===== config.mk =====
export PLATFORM = sky130hd
export DESIGN_NAME = seq_chunk_adder
export DESIGN_NICKNAME = d
export VERILOG_FILES = /design/src/rtl/seq_adder_pkg.sv /design/src/rtl/ripple_add_n.sv /design/src/rtl/seq_chunk_adder.sv
export SDC_FILE = /design/constraint.sdc
export NUM_CORES = 1
export LEC_CHECK = 0
export CAP_MARGIN = 20
export CORE_AREA = 5 5 79 81
export DETAILED_ROUTE_END_ITERATION = 6
export DIE_AREA = 0 0 84 86
export HOLD_SLACK_MARGIN = 0.12
export PLACE_DENSITY = 0.78
export RECOVER_POWER = 100
export SYNTH_ARGS = -nofsm -noshare
export SYNTH_HDL_FRONTEND = slang
export SYNTH_SLANG_ARGS = --single-unit

===== constraint.sdc =====
create_clock -name clk -period 2.65 [get_ports clk]
set_input_delay 0.53 -clock clk [delete_from_list [all_inputs] [get_ports clk]]
set_output_delay 0.53 -clock clk [all_outputs]
set_load 0.01 [all_outputs]

===== src/rtl/seq_adder_pkg.sv =====
// Shared types and helpers for the chunked sequential adder/subtractor.
// Holds the FSM state encoding, the counter-width helper and the full-adder cell.
package seq_adder_pkg;

   typedef enum logic [1:0] {
      IDLE = 2'd0,
      RUN  = 2'd1,
      DONE = 2'd2
   } state_t;

   // Width of a counter that must hold 0..n-1; never narrower than one bit.
   function automatic int cnt_width(input int n);
      return (n <= 1) ? 1 : $clog2(n);
   endfunction

   // One full-adder cell: returns {carry_out, sum}.
   function automatic logic [1:0] full_add(input logic x, input logic y, input logic ci);
      return {(x & y) | (ci & (x ^ y)), x ^ y ^ ci};
   endfunction

endpackage


===== src/rtl/ripple_add_n.sv =====
// Combinational N-bit ripple-carry adder built from full-adder cells.
// Also exports the carry into the top bit so the caller can derive signed overflow.
module ripple_add_n
   import seq_adder_pkg::*;
#(
   parameter int N = 4
) (
   input  logic [N-1:0] x,
   input  logic [N-1:0] y,
   input  logic         ci,
   output logic [N-1:0] s,
   output logic         co,
   output logic         c_msb_in
);

   always_comb begin
      logic       cc;
      logic [1:0] fa;
      cc       = ci;
      c_msb_in = ci;
      s        = '0;
      fa       = '0;
      for (int i = 0; i < N; i++) begin
         if (i == N - 1) c_msb_in = cc;
         fa   = full_add(x[i], y[i], cc);
         s[i] = fa[0];
         cc   = fa[1];
      end
      co = cc;
   end

endmodule


===== src/rtl/seq_chunk_adder.sv =====
// Multi-cycle WIDTH-bit adder/subtractor: one CHUNK-bit slice per clock, carry registered
// between slices, with valid/ready handshakes on both sides.
module seq_chunk_adder
   import seq_adder_pkg::*;
#(
   parameter int WIDTH = 16,
   parameter int CHUNK = 4
) (
   input  logic             clk,
   input  logic             rst_n,
   input  logic             in_valid,
   output logic             in_ready,
   input  logic [WIDTH-1:0] a,
   input  logic [WIDTH-1:0] b,
   input  logic             cin,
   input  logic             sub,
   output logic             out_valid,
   input  logic             out_ready,
   output logic [WIDTH-1:0] sum,
   output logic             cout,
   output logic             ovf,
   output logic             busy
);

   // Handshake: a transfer happens on a rising edge where valid and ready are both high.
   // in_ready is high only in IDLE; out_valid only in DONE, holding results until out_ready.

   localparam int NCH = WIDTH / CHUNK;
   localparam int CW  = cnt_width(NCH);
   localparam logic [CW-1:0] IDX_LAST = CW'(NCH - 1);

   state_t           state;
   state_t           state_nx;
   logic [CW-1:0]    idx;
   logic [WIDTH-1:0] op_a;
   logic [WIDTH-1:0] op_b;
   logic [WIDTH-1:0] sum_q;
   logic             carry;
   logic             cout_q;
   logic             ovf_q;
   logic [CHUNK-1:0] ch_s;
   logic             ch_co;
   logic             ch_cm;
   logic             last;
   logic             accept;
   logic             take;

   assign last   = (idx == IDX_LAST);
   assign accept = (state == IDLE) && in_valid;
   assign take   = (state == DONE) && out_ready;

   // Operands shift right each RUN cycle so the active chunk always sits in the low bits.
   ripple_add_n #(.N(CHUNK)) u_add (
      .x        (op_a[CHUNK-1:0]),
      .y        (op_b[CHUNK-1:0]),
      .ci       (carry),
      .s        (ch_s),
      .co       (ch_co),
      .c_msb_in (ch_cm)
   );

   always_ff @(posedge clk or negedge rst_n) begin
      if (!rst_n) state <= IDLE;
      else        state <= state_nx;
   end

   always_comb begin
      state_nx = state;
      case (state)
         IDLE:    if (accept) state_nx = RUN;
         RUN:     if (last)   state_nx = DONE;
         DONE:    if (take)   state_nx = IDLE;
         default: state_nx = IDLE;
      endcase
   end

   always_comb begin
      in_ready  = (state == IDLE);
      out_valid = (state == DONE);
      busy      = (state != IDLE);
      sum       = sum_q;
      cout      = cout_q;
      ovf       = ovf_q;
   end

   // Subtraction folds into the capture: A + ~B + 1.
   always_ff @(posedge clk or negedge rst_n) begin
      if (!rst_n) begin
         idx    <= '0;
         op_a   <= '0;
         op_b   <= '0;
         sum_q  <= '0;
         carry  <= 1'b0;
         cout_q <= 1'b0;
         ovf_q  <= 1'b0;
      end else if (accept) begin
         idx   <= '0;
         op_a  <= a;
         op_b  <= sub ? ~b : b;
         carry <= sub | cin;
      end else if (state == RUN) begin
         op_a  <= op_a >> CHUNK;
         op_b  <= op_b >> CHUNK;
         carry <= ch_co;
         // New chunk enters at the top; after NCH cycles chunk 0 has reached the bottom.
         sum_q <= (sum_q >> CHUNK) | (WIDTH'(ch_s) << (WIDTH - CHUNK));
         if (last) begin
            cout_q <= ch_co;
            ovf_q  <= ch_cm ^ ch_co;
         end else begin
            idx <= idx + 1'b1;
         end
      end
   end

endmodule

-- After elaboration in Yosys (flattened, before gate mapping)
Index checks and enable logic that the tools add are counted.
- output and inout port bits: 21
- bits of input ports: 38
- word-level logic and storage cells: 64
- flip-flop bits (word level): 55
- equal/unequal tests: 7
- reduce and logical (&&, ||, !) cells: 9
- muxes and demuxes: 14
- bitwise operators: 25
- add/sub/neg operators: 1
- operators with widths (cell ; count):
    2-to-1 mux 16 bit ; 5
    NOT 16 bit ; 1
    OR 12 x 16 -> 16 bit ; 1
    2-to-1 mux 2 bit ; 6
    bitwise XOR 1 bit ; 9
    AND 1 bit ; 8
    inequality test 2 x 1 -> 1 bit (second input constant) ; 3
    one-hot mux 2 bit (3 select lines) ; 1
    AND reduction 3 bit ; 2
    OR 1 bit ; 5
    equality test 2 bit (second input constant) ; 2
    AND reduction 2 bit ; 2
    nonzero test 2 bit ; 2
    adder 2 x 1 -> 2 bit (second input constant) ; 1
    equality test 2 x 1 -> 1 bit (second input constant) ; 1
    logical AND 1 bit ; 2
    zero test 2 bit ; 1
    2-to-1 mux 1 bit ; 2
    inequality test 2 bit (second input constant) ; 1
    NOT 1 bit ; 1

-- Longest topological paths before layout
Gate-level depths: netlist of run 1.
- depth after elaboration: 11
- gate-level depth with buffers: 9
- gate-level depth less buffers: 9

-- Hierarchy
Synthesis of run 1 repeated with hierarchy kept, for this count alone.
- cells, all modules: 276
- area total of the unflattened synthesis: 2638.8 µm²
- by module, submodules not included (module ; times used ; area an instance (µm²) ; sequential area each (µm²) ; cells each):
    seq_chunk_adder ; 1 ; 2521.2 ; 1376.3 ; 262
    ripple_add_n ; 1 ; 117.6 ; 0.0 ; 14

-- Least setup slack after synthesis of run 1
Ideal clock, no wire load.
- path type: flip-flop to flip-flop
- from: register op_a[0]
- to: register sum_q[15] (netlist: sum[15])
- slack: 573 ps
- library setup time: 76 ps
- path buffers: 0
- clock period less this slack: 2077 ps
- required time: 2574 ps
- cell stages (with the launch flop): 9
- arrival time: 2001 ps
- cells stage by stage: dfrtp_1 -> inv_1 -> fa_1 -> inv_1 -> fa_1 -> fa_1 -> inv_1 -> fa_1 -> o21ai_1
- cells in the longest elaborated chain, start to end: 9
- elaborated cells between the ends (all ways): 10
- classes of those cells: 10 x bitwise
- RTL lines (what ; line ; RTL):
    start, declared ; seq_chunk_adder.sv:35 ; logic [WIDTH-1:0] op_a;
    start signal, assigned ; seq_chunk_adder.sv:102 ; op_a <= op_a >> CHUNK;
    bitwise XOR 1 bit ; seq_adder_pkg.sv:18 ; return {(x & y) | (ci & (x ^ y)), x ^ y ^ ci};
    AND 1 bit ; seq_adder_pkg.sv:18 ;
    OR 1 bit (*) ; seq_adder_pkg.sv:18 ;
    AND 1 bit (*) ; seq_adder_pkg.sv:18 ;
    OR 1 bit (*) ; seq_adder_pkg.sv:18 ;
    AND 1 bit (*) ; seq_adder_pkg.sv:18 ;
    OR 1 bit (*) ; seq_adder_pkg.sv:18 ;
    bitwise XOR 1 bit (*) ; seq_adder_pkg.sv:18 ;
    OR 12 x 16 -> 16 bit (*) ; seq_chunk_adder.sv:106 ; sum_q <= (sum_q >> CHUNK) | (WIDTH'(ch_s) << (WIDTH - CHUNK));
    end signal, assigned ; seq_chunk_adder.sv:106 ;
    end, declared ; seq_chunk_adder.sv:37 ; logic [WIDTH-1:0] sum_q;
Mark *: on every way between the ends. The rest lies on a longest branch, timed or not.
A chain may end at the register's enable or synchronous reset.

-- Worst setup path after layout of run 1
- from: register state[0]
- to: output busy
- cells in the longest elaborated chain, start to end: 1
- RTL lines (what ; line ; RTL):
    start, declared ; seq_chunk_adder.sv:32 ; state_t state;
    start signal, assigned ; seq_chunk_adder.sv:64 ; else state <= state_nx;
    nonzero test 2 bit ; seq_chunk_adder.sv:80 ; busy = (state != IDLE);
    end, declared ; seq_chunk_adder.sv:22 ; output logic busy
Every way passes these cells.

==> flow_summary_export.csv, run 1 <==
group,metric,value,unit
run_status,status,"finished, final reports clean",
pwr,ir_drop,0.404,mV
sta,skew,0.0149,ns
flow_run,max_cap_violations,0,
logic_synthesis,synth_nets,311,
logic_synthesis,yosys.cell_types.count,34,
clocking,root_buffer,"clkbuf_8",
layout,nets,367,
logic_synthesis,ys_seq_elements,55,
sta,holdWs,0.476,ns
drt,dr_total_vias,2107,
placement,portBuffers,58,
clocking,htreeDepth,2,
clocking,cts_setup_buffers,0,
logic_synthesis,ys_async_sr_fraction,100,%
sta,period_share,84.6,%
global_routing,overflow,0,
layout,fin_cells,396,
drt,drc_errors,0,
worst_setup_path,r2r-start,"op_a[0]",
worst_setup_path,crit_arrival,1.71,ns
global_routing,grt-busiest-layer,"met2",
global_routing,grt_pass1_vias,2070,
clocking,clk_path_buf_depth,2,
layout,diodes,0,
logic_synthesis,synth_area_per_cell,9.94,um2
global_routing,grtUsageMet2,29.1,%
global_routing,grtUsageTotal,16.6,%
sta,finalSetupViolCount,0,
logic_synthesis,synth-edff-count,0,
floorplanning,die_y,86,um
clocking,cts.repair.resized,0,
floorplanning,fp.dieArea,7220,um2
hold_path,min-delay-path-class,"flip-flop to flip-flop",
sta,min_period,2.24,ns
worst_setup_path,critPathCaptureType,"output port",
worst_setup_path,r2r_slack,0.41,ns
sta,rsz0062_at_grt,"false",
pwr,powerDensity,1050,nW/um2
layout,drive_gt1_share,7.10,%
drt,drtIter0Drc,127,
drt,wire_per_inst,14.7,um
clocking,clk_pin_slew_worst_paths,0.09,ns
sta,maxSlewViolCount,0,
drt,avgViaCountPerCell,5.32,
hold_path,hold_end,"sum[0]",
sta,tightest_slew,1.39,ns
global_routing,met1_usage,20.8,%
drt,drt-pass1-iter-count,5,
placement,dp.cells,389,
global_routing,grt_pass1_wl,9710,um
floorplanning,initial_utilization,49.3,%
worst_setup_path,critPathTopFamily,"buffers and inverters",
pwr,p_leak,1.55,nW
worst_setup_path,critPathBufInv,1,
logic_synthesis,synthesis.area,2660,um2
global_routing,grt_max_degree,32,
worst_setup_path,reg2reg_to,"sum[15]",
drt,ant_nets,0,
floorplanning,coreArea,5410,um2
floorplanning,die_x,84,um
sta,final.setup.tns,0,ns
clocking,holdBufCountCts,0,
floorplanning,rows,27,
clocking,tritoncts,"done",
placement,gp_congestion,0.858,
logic_synthesis,yosys_warnings,0,
logic_synthesis,synth_ff_type,"dfrtp_1",
sta,max_freq,446,MHz
global_routing,grt_antenna_before_repair,0,
worst_setup_path,cp_cell_sequence,"or2_0 -> dlygate4sd3_1",
worst_setup_path,slowest_delay,0.61,ns
floorplanning,io_pins,59,
placement,dp_hpwl,4210,um
global_routing,met3_usage,3.94,%
hold_path,hold_start,"sum[0]",
worst_setup_path,critPathLaunchType,"flip-flop",
layout,final_util,61.6,%
layout,syn2layout_area_growth,25.1,%
logic_synthesis,netlist_instances,268,
hold_path,whs_path_depth,2,
sta,slew-limit-headroom,7.54,%
worst_setup_path,worstSetupPathType,"flip-flop to output port",
worst_setup_path,cp.required,2.12,ns
drt,routed_wl,5830,um
clocking,cts_buffers,5,
worst_setup_path,critPathMaxFanout,9,
clocking,cts.sinks,55,
logic_synthesis,ys_seq_area_share,51.7,%
sta,finalHoldViolCount,0,
clocking,clk_latency,0.31,ns
worst_setup_path,reg2reg_depth,8,
worst_setup_path,cp_slowest_cell,"dlygate4sd3_1",
==> worst max-delay path by stage <==
stage                  start       to  cells past startpoint
CTS                  op_a[0]  sum[15]                      8
finish              state[0]     busy                      2
detailed placement       sub  op_b[2]                      4
floorplan            op_a[0]  sum[15]                      8
global route         op_a[0]  sum[15]                      8
global placement         sub  op_b[2]                      4
==> synthesized netlist by cell type (4+ instances only) <==
library cell  instances  area, um2
a222oi_1             11        110
a22oi_1              12       90.1
buf_2                 8       40.0
clkbuf_1              4       15.0
dfrtp_1              55       1380
fa_1                  4       80.1
inv_1                13       48.8
nand2_1              79        297
nand3_2               6       60.1
nor2b_1               5       31.3
o21ai_1              19       95.1
o21ai_2               5       43.8
xnor2_1               5       43.8
xor2_1               12        105
==> sequential cells by signal, summed over array words and instances (netlist names) <==
register and flops:
carry 1, state 2, idx 2, sum 16
op_b 16, op_a 16, ovf 1, cout 1
==> placed cells by master, fill, tap and decap left out, drive strengths merged, types with 2 or more instances in the layout <==
cell,Yosys,layout
a21oi,3,3
a222oi,11,11
a22oi,12,12
a2bb2oi,2,2
buf,14,5
clkbuf,4,10
clkdlybuf4s50,0,35
clkinv,0,2
dfrtp,55,55
dlygate4sd3,0,22
fa,4,4
inv,13,13
nand2,79,79
nand3,8,8
nor2,4,4
nor2b,5,5
o21ai,24,24
xnor2,5,5
xor2,12,12
==> metal layers <==
metal	routed length, um	vias up	part of all wire, %
met5	0	-	0
met2	2930	74	50
li1	-	1016	-
met4	49	0	0.84
met3	383	5	6.6
met1	2480	1012	42
==> area by class of cell <==
class,count,area (um2)
Fill cell,482,2070
Sequential cell,55,1380
Multi-Input combinational cell,182,1100
Timing Repair Buffer,67,629
Tap cell,72,90.1
Clock buffer,5,68.8
Inverter,13,48.8
Clock inverter,2,13.8
==> worst min-delay path, cell delays in order, from the launching register on <==
cell     delay [ns]
dfrtp_1        0.35
nand2_1        0.05
nand2_1        0.05
==> where the power goes <==
group          internal [mW]  switching (mW)
Combinational          0.689           0.909
Clock                  0.181           0.265
Sequential              1.21           0.263
Total                   2.08            1.44
==> kinds of logic after synthesis <==
group           count (synthesis)  share of synthesized area (%)
flops                          55                           51.7
buf+inv                        31                           6.01
xor+xnor                       17                           5.59
compound gates                 57                           15.6
simple gates                  103                           17.7
fa+ha+maj                       5                           3.48
==> per-stage QoR <==
step / instance area (um2) / total power, mW / setup WS, ns
floorplan: 2660 / 2.58 / 0.573
detailed placement: 3300 / 3.23 / 0.453
global placement: 3300 / 3.16 / 0.521
finish: 3330 / 3.51 / 0.409
global route: 3330 / 3.80 / 0.259
CTS: 3380 / 3.68 / 0.439
No activity file was read; power rests on OpenSTA's default activity.
==> run 2, diff against run 1 <==
CORE_AREA = 5 5 83 85   (was 5 5 79 81)
DIE_AREA = 0 0 88 90   (was 0 0 84 86)
PLACE_DENSITY = 0.74   (was 0.78)
clock period = 1.8 ns   (was 2.65 ns; I/O delays follow)
==> run 2 against run 1 <==
Net effect:
- the flow now finishes with violations (setup timing)
- total power grew 56%
- non-clock buffer count rose by 16
- die area up 9.6%
- via count is 2.7% higher
- flip-flop and latch count unchanged
- count of clock-buffer cells in the layout grew 2
- hold slack better by 0.0040 ns
- highest routed layer unchanged
==> flow_summary_export.csv, run 2 (synthesis results as in run 1) <==
group,metric,value,unit
run_status,status,"finished with violations",
run_status,violations,"setup timing",
layout,num-fill-cells,555,
placement,dp_hpwl,4340,um
floorplanning,rows,29,
placement,dp.cells,404,
clocking,htreeDepth,2,
clocking,clk_path_buf_depth,2,
sta,min_period,2.10,ns
layout,multi_input_area,1100,um2
global_routing,grt_pass1_vias,2265,
worst_setup_path,slowest_delay,0.43,ns
flow_run,max_cap_violations,0,
layout,fin_cells,418,
layout,seqCellArea,1380,um2
worst_setup_path,cp_cell_sequence,"inv_2 -> fa_2 -> inv_2 -> fa_2 -> fa_2 -> inv_2 -> fa_2 -> o21ai_2",
drt,avgViaCountPerCell,5.17,
clocking,cts_buffers,5,
sta,holdWs,0.480,ns
layout,diodes,0,
sta,skew,0.0129,ns
sta,worst_slack,-0.299,ns
layout,final_common_cell,"nand2_1",
global_routing,grtUsageTotal,16.0,%
layout,layout_common_cells,"nand2_1 (79), dfrtp_1 (55), clkdlybuf4s50_1 (36)",
sta,tightest_slew,0.849,ns
drt,dr_total_vias,2163,
drt,wire_per_inst,14.2,um
worst_setup_path,critPathCaptureType,"flip-flop",
drt,routed_wl,5930,um
placement,gp_congestion,0.816,
pwr,p_leak,1.65,nW
worst_setup_path,cp.required,2.03,ns
clocking,tritoncts,"done",
layout,drive_gt1_share,13.8,%
drt,drc_errors,0,
floorplanning,coreArea,6130,um2
hold_path,min-delay-path-class,"flip-flop to flip-flop",
pwr,finalPower,5.49,mW
worst_setup_path,critPathLaunchType,"flip-flop",
layout,postLayoutCellArea,3490,um2
sta,finalHoldViolCount,0,
sta,max_freq,476,MHz
worst_setup_path,cp_slowest_cell,"fa_2",
clocking,root_buffer,"clkbuf_8",
drt,drtIter0Drc,126,
clocking,clk_latency,0.31,ns
pwr,ir_drop,0.683,mV
floorplanning,fp.dieArea,7920,um2
drt,drt-pass1-iter-count,4,
global_routing,grt_pass1_wl,10300,um
clocking,cts.sinks,55,
sta,rsz0062_at_grt,"true",
floorplanning,die_x,88,um
worst_setup_path,r2r_slack,-0.30,ns
floorplanning,io_pins,59,
pwr,powerDensity,1570,nW/um2
clocking,clk_pin_slew_worst_paths,0.09,ns
sta,final.setup.tns,-0.925,ns
sta,maxSlewViolCount,0,
layout,final_util,56.9,%
placement,portBuffers,58,
placement,place_area,3400,um2
global_routing,overflow,0,
sta,period_share,117,%
worst_setup_path,crit_arrival,2.33,ns
sta,slew-limit-headroom,43.4,%
placement,dp_worst_setup_slack,-0.305,ns
sta,finalSetupViolCount,4,
worst_setup_path,cp_common_cell,"fa_2",
layout,syn2layout_area_growth,31.0,%
layout,nets,383,
floorplanning,initial_utilization,43.4,%
worst_setup_path,critPathMaxFanout,2,
global_routing,grt_max_degree,41,
floorplanning,die_y,90,um
global_routing,grt_antenna_before_repair,0,
drt,ant_nets,0,
worst_setup_path,worstSetupPathType,"flip-flop to flip-flop",
## run 2: changes by cell type in the layout (fill, tap and decap cells not counted), moves of 5 or more
| cell | delta |
|---|---|
| o21ai_0 | -9 |
| o21ai_1 | +6 |
| buf_4 | +12 |
| nand3_1 | +5 |
| nand3_2 | -5 |
## run 2: power by group
part           switching, mW  internal (mW)  total (mW)
clock network          0.383          0.316       0.699
logic                   1.43           1.23        2.66
registers              0.349           1.78        2.13
## run 2: layer usage
metal,global-route usage (%),part of all wire [%],up-vias
met5,0,0,-
met4,5.50,1.9,0
met3,3.20,5.9,10
met2,26.6,52,64
met1,20.4,40,1036
li1,-,-,1053
## run 2: timing repair
action / CTS / global route
hold buffers: 1 / 0
pin swaps: 2 / 0
hold endpoints to repair: 15 / 0
setup endpoints to repair: 8 / 5
setup buffers: 4 / 1
resized for setup: 3 / 5
## run 2: area by class of cell
class / count / share of cell area, %
sequential: 55 / 39.4
multi-input combinational: 182 / 31.6
timing repair buffer: 83 / 22.1
tap: 77 / 2.76
clock buffer: 7 / 2.47
inverter: 13 / 1.40
clock inverter: 1 / 0.251
## run 2: path summary, 6_finish.rpt
path | startpoint | to | cells after the start
setup / recovery | op_a[0] | sum[15] | 8
max in group asynchronous | rst_n | sum[15] | 3
min in group asynchronous | rst_n | sum[11] | 2
hold reg to reg | sum[3] | sum[3] | 2
hold / removal | sum[3] | sum[3] | 2
setup reg to reg | op_a[0] | sum[15] | 8
## run 2: critical path: cells and delay by family (launching register included)
| family | cells | cell delay [ns] |
|---|---|---|
| compound gates | 1 | 0.12 |
| fa+ha+maj | 4 | 1.31 |
| buf+inv | 3 | 0.18 |
| flops | 1 | 0.41 |
